$ cat src/rtl/motor_bridge_seq.sv
// motor_bridge_seq
//   H-bridge sequencer for one DC motor. Turns the direction flags from the
//   line-follow FSM into four gate drives, with a speed PWM on the active high
//   side and a programmable dead-time whenever a conducting state is left.
//
//   Optional feature macro: MOTOR_BRAKE_EN
//     defined   -> request 11 selects BRAKE (both low sides on)
//     undefined -> request 11 decodes as COAST; BRAKE is unreachable
//
// Ports
//   clk      in   rising-edge clock
//   rst      in   asynchronous active-low reset (deassertion synchronized)
//   right    in   request forward drive
//   left     in   request reverse drive
//   duty     in   PWM duty, high time = duty counts of 2^CNT_W
//   a_hi     out  leg A high-side gate (registered)
//   a_lo     out  leg A low-side gate  (registered)
//   b_hi     out  leg B high-side gate (registered)
//   b_lo     out  leg B low-side gate  (registered)
//   busy     out  high while in DEAD
//   state_o  out  state encoding: COAST=0 FWD=1 REV=2 DEAD=3 BRAKE=4

module motor_bridge_seq #(
    parameter int CNT_W       = 8,
    parameter int DEAD_CYCLES = 16,
    parameter int DEAD_W      = 5
) (
    input  logic             clk,
    input  logic             rst,
    input  logic             right,
    input  logic             left,
    input  logic [CNT_W-1:0] duty,
    output logic             a_hi,
    output logic             a_lo,
    output logic             b_hi,
    output logic             b_lo,
    output logic             busy,
    output logic [2:0]       state_o
);

    typedef enum logic [2:0] {
        COAST = 3'd0,
        FWD   = 3'd1,
        REV   = 3'd2,
        DEAD  = 3'd3,
        BRAKE = 3'd4
    } state_t;

    localparam logic [CNT_W-1:0]  CNT_MAX   = '1;
    localparam logic [DEAD_W-1:0] DEAD_LOAD = DEAD_W'(DEAD_CYCLES - 1);

    state_t              state;
    state_t              target;
    logic                run;
    logic [CNT_W-1:0]    cnt;
    logic [CNT_W-1:0]    duty_q;
    logic [DEAD_W-1:0]   dead_cnt;
    logic                pwm_on;

    // Reset release is taken through one flop so state can first move on the
    // second rising edge after rst goes high.
    always_ff @(posedge clk or negedge rst) begin
        if (!rst) begin
            run <= 1'b0;
        end else begin
            run <= 1'b1;
        end
    end

    always_comb begin
        target = COAST;
        case ({right, left})
            2'b10:   target = FWD;
            2'b01:   target = REV;
`ifdef MOTOR_BRAKE_EN
            2'b11:   target = BRAKE;
`else
            2'b11:   target = COAST;
`endif
            default: target = COAST;
        endcase
    end

    // Duty is captured only on the last count of a period so a change never
    // truncates or stretches the pulse already in progress.
    always_ff @(posedge clk or negedge rst) begin
        if (!rst) begin
            cnt    <= '0;
            duty_q <= '0;
        end else if (run) begin
            if (cnt == CNT_MAX) begin
                duty_q <= duty;
            end
            cnt <= cnt + 1'b1;
        end
    end

    assign pwm_on = (cnt < duty_q);

    // Gates are decoded from the current (pre-edge) state, so they trail the
    // state register by one cycle. Leaving a conducting state therefore always
    // shows one extra zero-gate cycle after DEAD, never an overlap.
    always_ff @(posedge clk or negedge rst) begin
        if (!rst) begin
            state    <= COAST;
            dead_cnt <= '0;
            a_hi     <= 1'b0;
            a_lo     <= 1'b0;
            b_hi     <= 1'b0;
            b_lo     <= 1'b0;
        end else begin
            a_hi <= (state == FWD) && pwm_on;
            a_lo <= (state == REV) || (state == BRAKE);
            b_hi <= (state == REV) && pwm_on;
            b_lo <= (state == FWD) || (state == BRAKE);

            if (run) begin
                case (state)
                    COAST: begin
                        state <= target;
                    end
                    FWD, REV, BRAKE: begin
                        if (target != state) begin
                            state    <= DEAD;
                            dead_cnt <= DEAD_LOAD;
                        end
                    end
                    DEAD: begin
                        // Exit goes to whatever is requested on the final
                        // dead cycle, not the request that caused entry.
                        if (dead_cnt == '0) begin
                            state <= target;
                        end else begin
                            dead_cnt <= dead_cnt - 1'b1;
                        end
                    end
                    default: begin
                        state <= COAST;
                    end
                endcase
            end
        end
    end

    assign busy    = (state == DEAD);
    assign state_o = state;

endmodule

$ cat config.mk
export PLATFORM = sky130hd
export DESIGN_NAME = motor_bridge_seq
export DESIGN_NICKNAME = d
export VERILOG_FILES = /design/src/rtl/motor_bridge_seq.sv
export SDC_FILE = /design/constraint.sdc
export NUM_CORES = 1
export LEC_CHECK = 0
export BUFFER_PORTS_ARGS = -buffer_cell sky130_fd_sc_hd__buf_2
export CAP_MARGIN = 0
export CORE_ASPECT_RATIO = 1.25
export CORE_MARGIN = 2
export CORE_UTILIZATION = 53
export CTS_BUF_LIST = sky130_fd_sc_hd__clkbuf_8 sky130_fd_sc_hd__clkbuf_16
export DETAILED_ROUTE_END_ITERATION = 6
export PLACE_DENSITY = 0.73
export SETUP_SLACK_MARGIN = 0.4
export SLEW_MARGIN = 15
export SYNTH_ARGS = -nofsm -noshare
export SYNTH_HDL_FRONTEND = slang
export SYNTH_SLANG_ARGS = --single-unit
export TNS_END_PERCENT = 50
$ cat constraint.sdc
create_clock -name clk -period 2.4 [get_ports clk]
set_input_delay 0.36 -clock clk [delete_from_list [all_inputs] [get_ports clk]]
set_output_delay 0.36 -clock clk [all_outputs]
set_load 0.1 [all_outputs]
==> flow_metrics.py <==
metrics = {
    "clock_tree": {
        "clk_pin_slew_ns": 0.09,
        "clockRootBuffer": "clkbuf_8",
        "clkSinkCount": 28,
        "htreeDepth": 1,
        "hold_buffers": 0,
        "clock_latency_ns": 0.28,
        "cts_tree": "yes",
        "max-clock-path-buffers": 2,
        "cts_made_buffers": 3,
    },
    "sta": {
        "tightest_slew_ns": 0.6154,
        "fin_tns_setup_ns": 0,
        "maxSlewHeadroom": 0.5897,
        "max_freq_mhz": 527.7,
        "fin_ws_ns": 0.5049,
        "finClkSkew_ns": 0.007714,
        "hold_slack_ns": 0.08739,
        "finalHoldViolCount": 0,
        "timing.final.crit_share": 0.7896,
        "report.final.slew_viol_count": 0,
        "grt_setup_unrepaired": "true",
        "setup_violations": 0,
        "fin_crit_ns": 1.895,
    },
    "finish": {
        "fillers": 237,
        "fin_cells": 191,
        "drive_gt1_frac": 0.2548,
        "syn_to_final_growth_pct": 12.67,
        "diodes": 0,
        "finish.utilization": 0.6270,
        "design_area_mm2": 0.001680,
        "layout.nets": 182,
    },
    "route": {
        "wl_per_cell_um": 13.74,
        "detail_route.first_pass.iterations": 4,
        "drtIter0Drc": 12,
        "wirelength_um": 2624,
        "ant_nets": 0,
        "avgViaCountPerCell": 5.691,
        "drc_errors": 0,
        "vias": 1087,
    },
    "yosys": {
        "synth.top_cells.by_count": "dfrtp_1 (28), inv_1 (17), ha_1 (12)",
        "synth_edf_count": 0,
        "syn-num-nets": 162,
        "yosysTopAreaCell": "dfrtp_1",
        "ys_seq_area_frac": 0.4698,
        "synth-simple-area-share": 0.1309,
        "netlist_area_mm2": 0.001491,
        "synthAdderAreaFrac": 0.1007,
        "ys_ff_latch": 28,
        "synth_mux_area_frac": 0.07466,
        "yosys_most_used_dff": "dfrtp_1",
        "ys_warn_count": 0,
        "synth_compound_area_frac": 0.1158,
        "ys_top_cells_by_area": "dfrtp_1 (47%), ha_1 (10%), mux2_2 (6.8%)",
        "syn-instance-count": 138,
        "yosysMostFrequentCell": "dfrtp_1",
        "yosysTopAreaCellShare": 0.4698,
        "syn_area_per_cell_um2": 10.81,
        "synthXorXnorAreaFrac": 0.04698,
        "synthArstFlopShare": 1.000,
        "ys_types": 35,
        "synth_top_family_by_area": "simple AND/OR/NAND/NOR gates",
    },
    "worst_setup_path": {
        "startpoint_type": "flip-flop",
        "cp_max_fo": 8,
        "arrival_ns": 2.09,
        "worstPathRequired_ns": 2.59,
        "endpoint_kind": "flip-flop",
        "crit_type": "flip-flop to flip-flop",
    },
    "place": {
        "dpl_worst_slack_ns": 0.5190,
        "dpl_cell_area_mm2": 0.001632,
        "placed_cells": 187,
        "portBuffers": 18,
        "place_congestion": 0.8754,
        "dp_hpwl_um": 1973,
    },
    "floorplan": {
        "core_mm2": 0.002680,
        "rows": 21,
        "start_util": 0.5565,
        "die_y_um": 63.31,
        "io_pins": 20,
        "die_w_um": 51.45,
        "dieArea_mm2": 0.003257,
    },
    "worst_hold_path": {
        "hp-class": "input port to asynchronous set/reset pin",
    },
    "power": {
        "p_total_mw": 2.210,
        "p_per_area_mw_per_mm2": 1315,
        "irDropWorstVdd_mv": 0.6439,
        "p_leak_nw": 0.8173,
    },
    "global_route": {
        "grt.total_usage": 0.1916,
        "met1_usage": 0.2539,
        "grt_busiest_layer": "met2",
        "met2_usage": 0.3061,
        "grt_pass1_vias": 1127,
        "grt_pass1_wl_um": 4816,
        "grt_start_max_net_pins": 29,
        "grt-ovfl-total": 0,
        "grt_antenna_before_repair": 0,
        "gr-usage-met3": 0.03555,
    },
    "run_status": {
        "status": "completed",
    },
    "flow_run": {
        "maxCapViolCount": 0,
    },
}
-- worst max-delay path, cell delays in order, from the launching register on --
cell and delay [ns]:
dfrtp_4 0.54, inv_1 0.11, ha_1 0.31, nor2_1 0.16
a21oi_1 0.06, a211o_1 0.35, a221oi_2 0.28
-- state kept, by name (all words and copies together), names as in the netlist --
signal	flops
b_lo	1
a_hi	1
duty_q	8
b_hi	1
dead_cnt	5
state_o	2
a_lo	1
cnt	8
run	1
-- cells by family (layout without fill, tap and decap cells) --
kind of cell / Yosys count / after routing
compound gates: 23 / 23
xor+xnor: 8 / 8
fa+ha+maj: 12 / 12
buf+inv: 21 / 40
flops: 28 / 28
mux: 10 / 10
other cells: 2 / 2
simple gates: 34 / 34
-- report_power, final --
| group | switching [mW] | leakage (nW) | internal, mW |
|---|---|---|---|
| Sequential | 0.161 | 0.355 | 0.622 |
| Clock | 0.142 | 0.0269 | 0.115 |
| Combinational | 0.817 | 0.435 | 0.354 |
-- area by class of cell --
class / instances / area, µm² / area share
sequential: 28 / 708.2 / 0.4214
tap: 34 / 42.54 / 0.02532
multi-input combinational: 89 / 723.2 / 0.4304
clock buffer: 3 / 41.29 / 0.02457
inverter: 17 / 63.81 / 0.03797
clock inverter: 1 / 3.754 / 0.002234
timing repair buffer: 19 / 97.59 / 0.05808
-- layer usage --
layer  wire [µm]  vias up
li1            -      518
met1        1159      541
met2        1338       26
met3          99        2
met4          27        0
met5           0        -
-- cell usage in the layout, fill, tap and decap left out, drive strengths merged, types with 3 or more instances in the layout --
master   n
a211o    3
a21oi    5
a31oi    4
buf     19
clkbuf   3
dfrtp   28
ha      12
inv     18
mux2     9
nand2    4
nand3    4
nand4    7
nor2     8
xnor2    5
xor2     3
-- repair_timing --
item,in CTS,in global routing
resized for setup,0,1
endpoints found under the setup margin,0,4
setup buffers,0,0
-- final timing paths --
path,slack (ns),to,depth (start not counted),from
max,0.50,dead_cnt[3],6,state_o[0]
min,0.09,a_hi,1,rst
max reg2reg,0.50,dead_cnt[3],6,state_o[0]
min reg2reg,0.51,dead_cnt[0],1,dead_cnt[0]
max in group asynchronous,1.86,state_o[0],1,rst
min in group clk,0.31,duty_q[2],2,duty[2]
No activity file was read; power rests on OpenSTA's default activity.
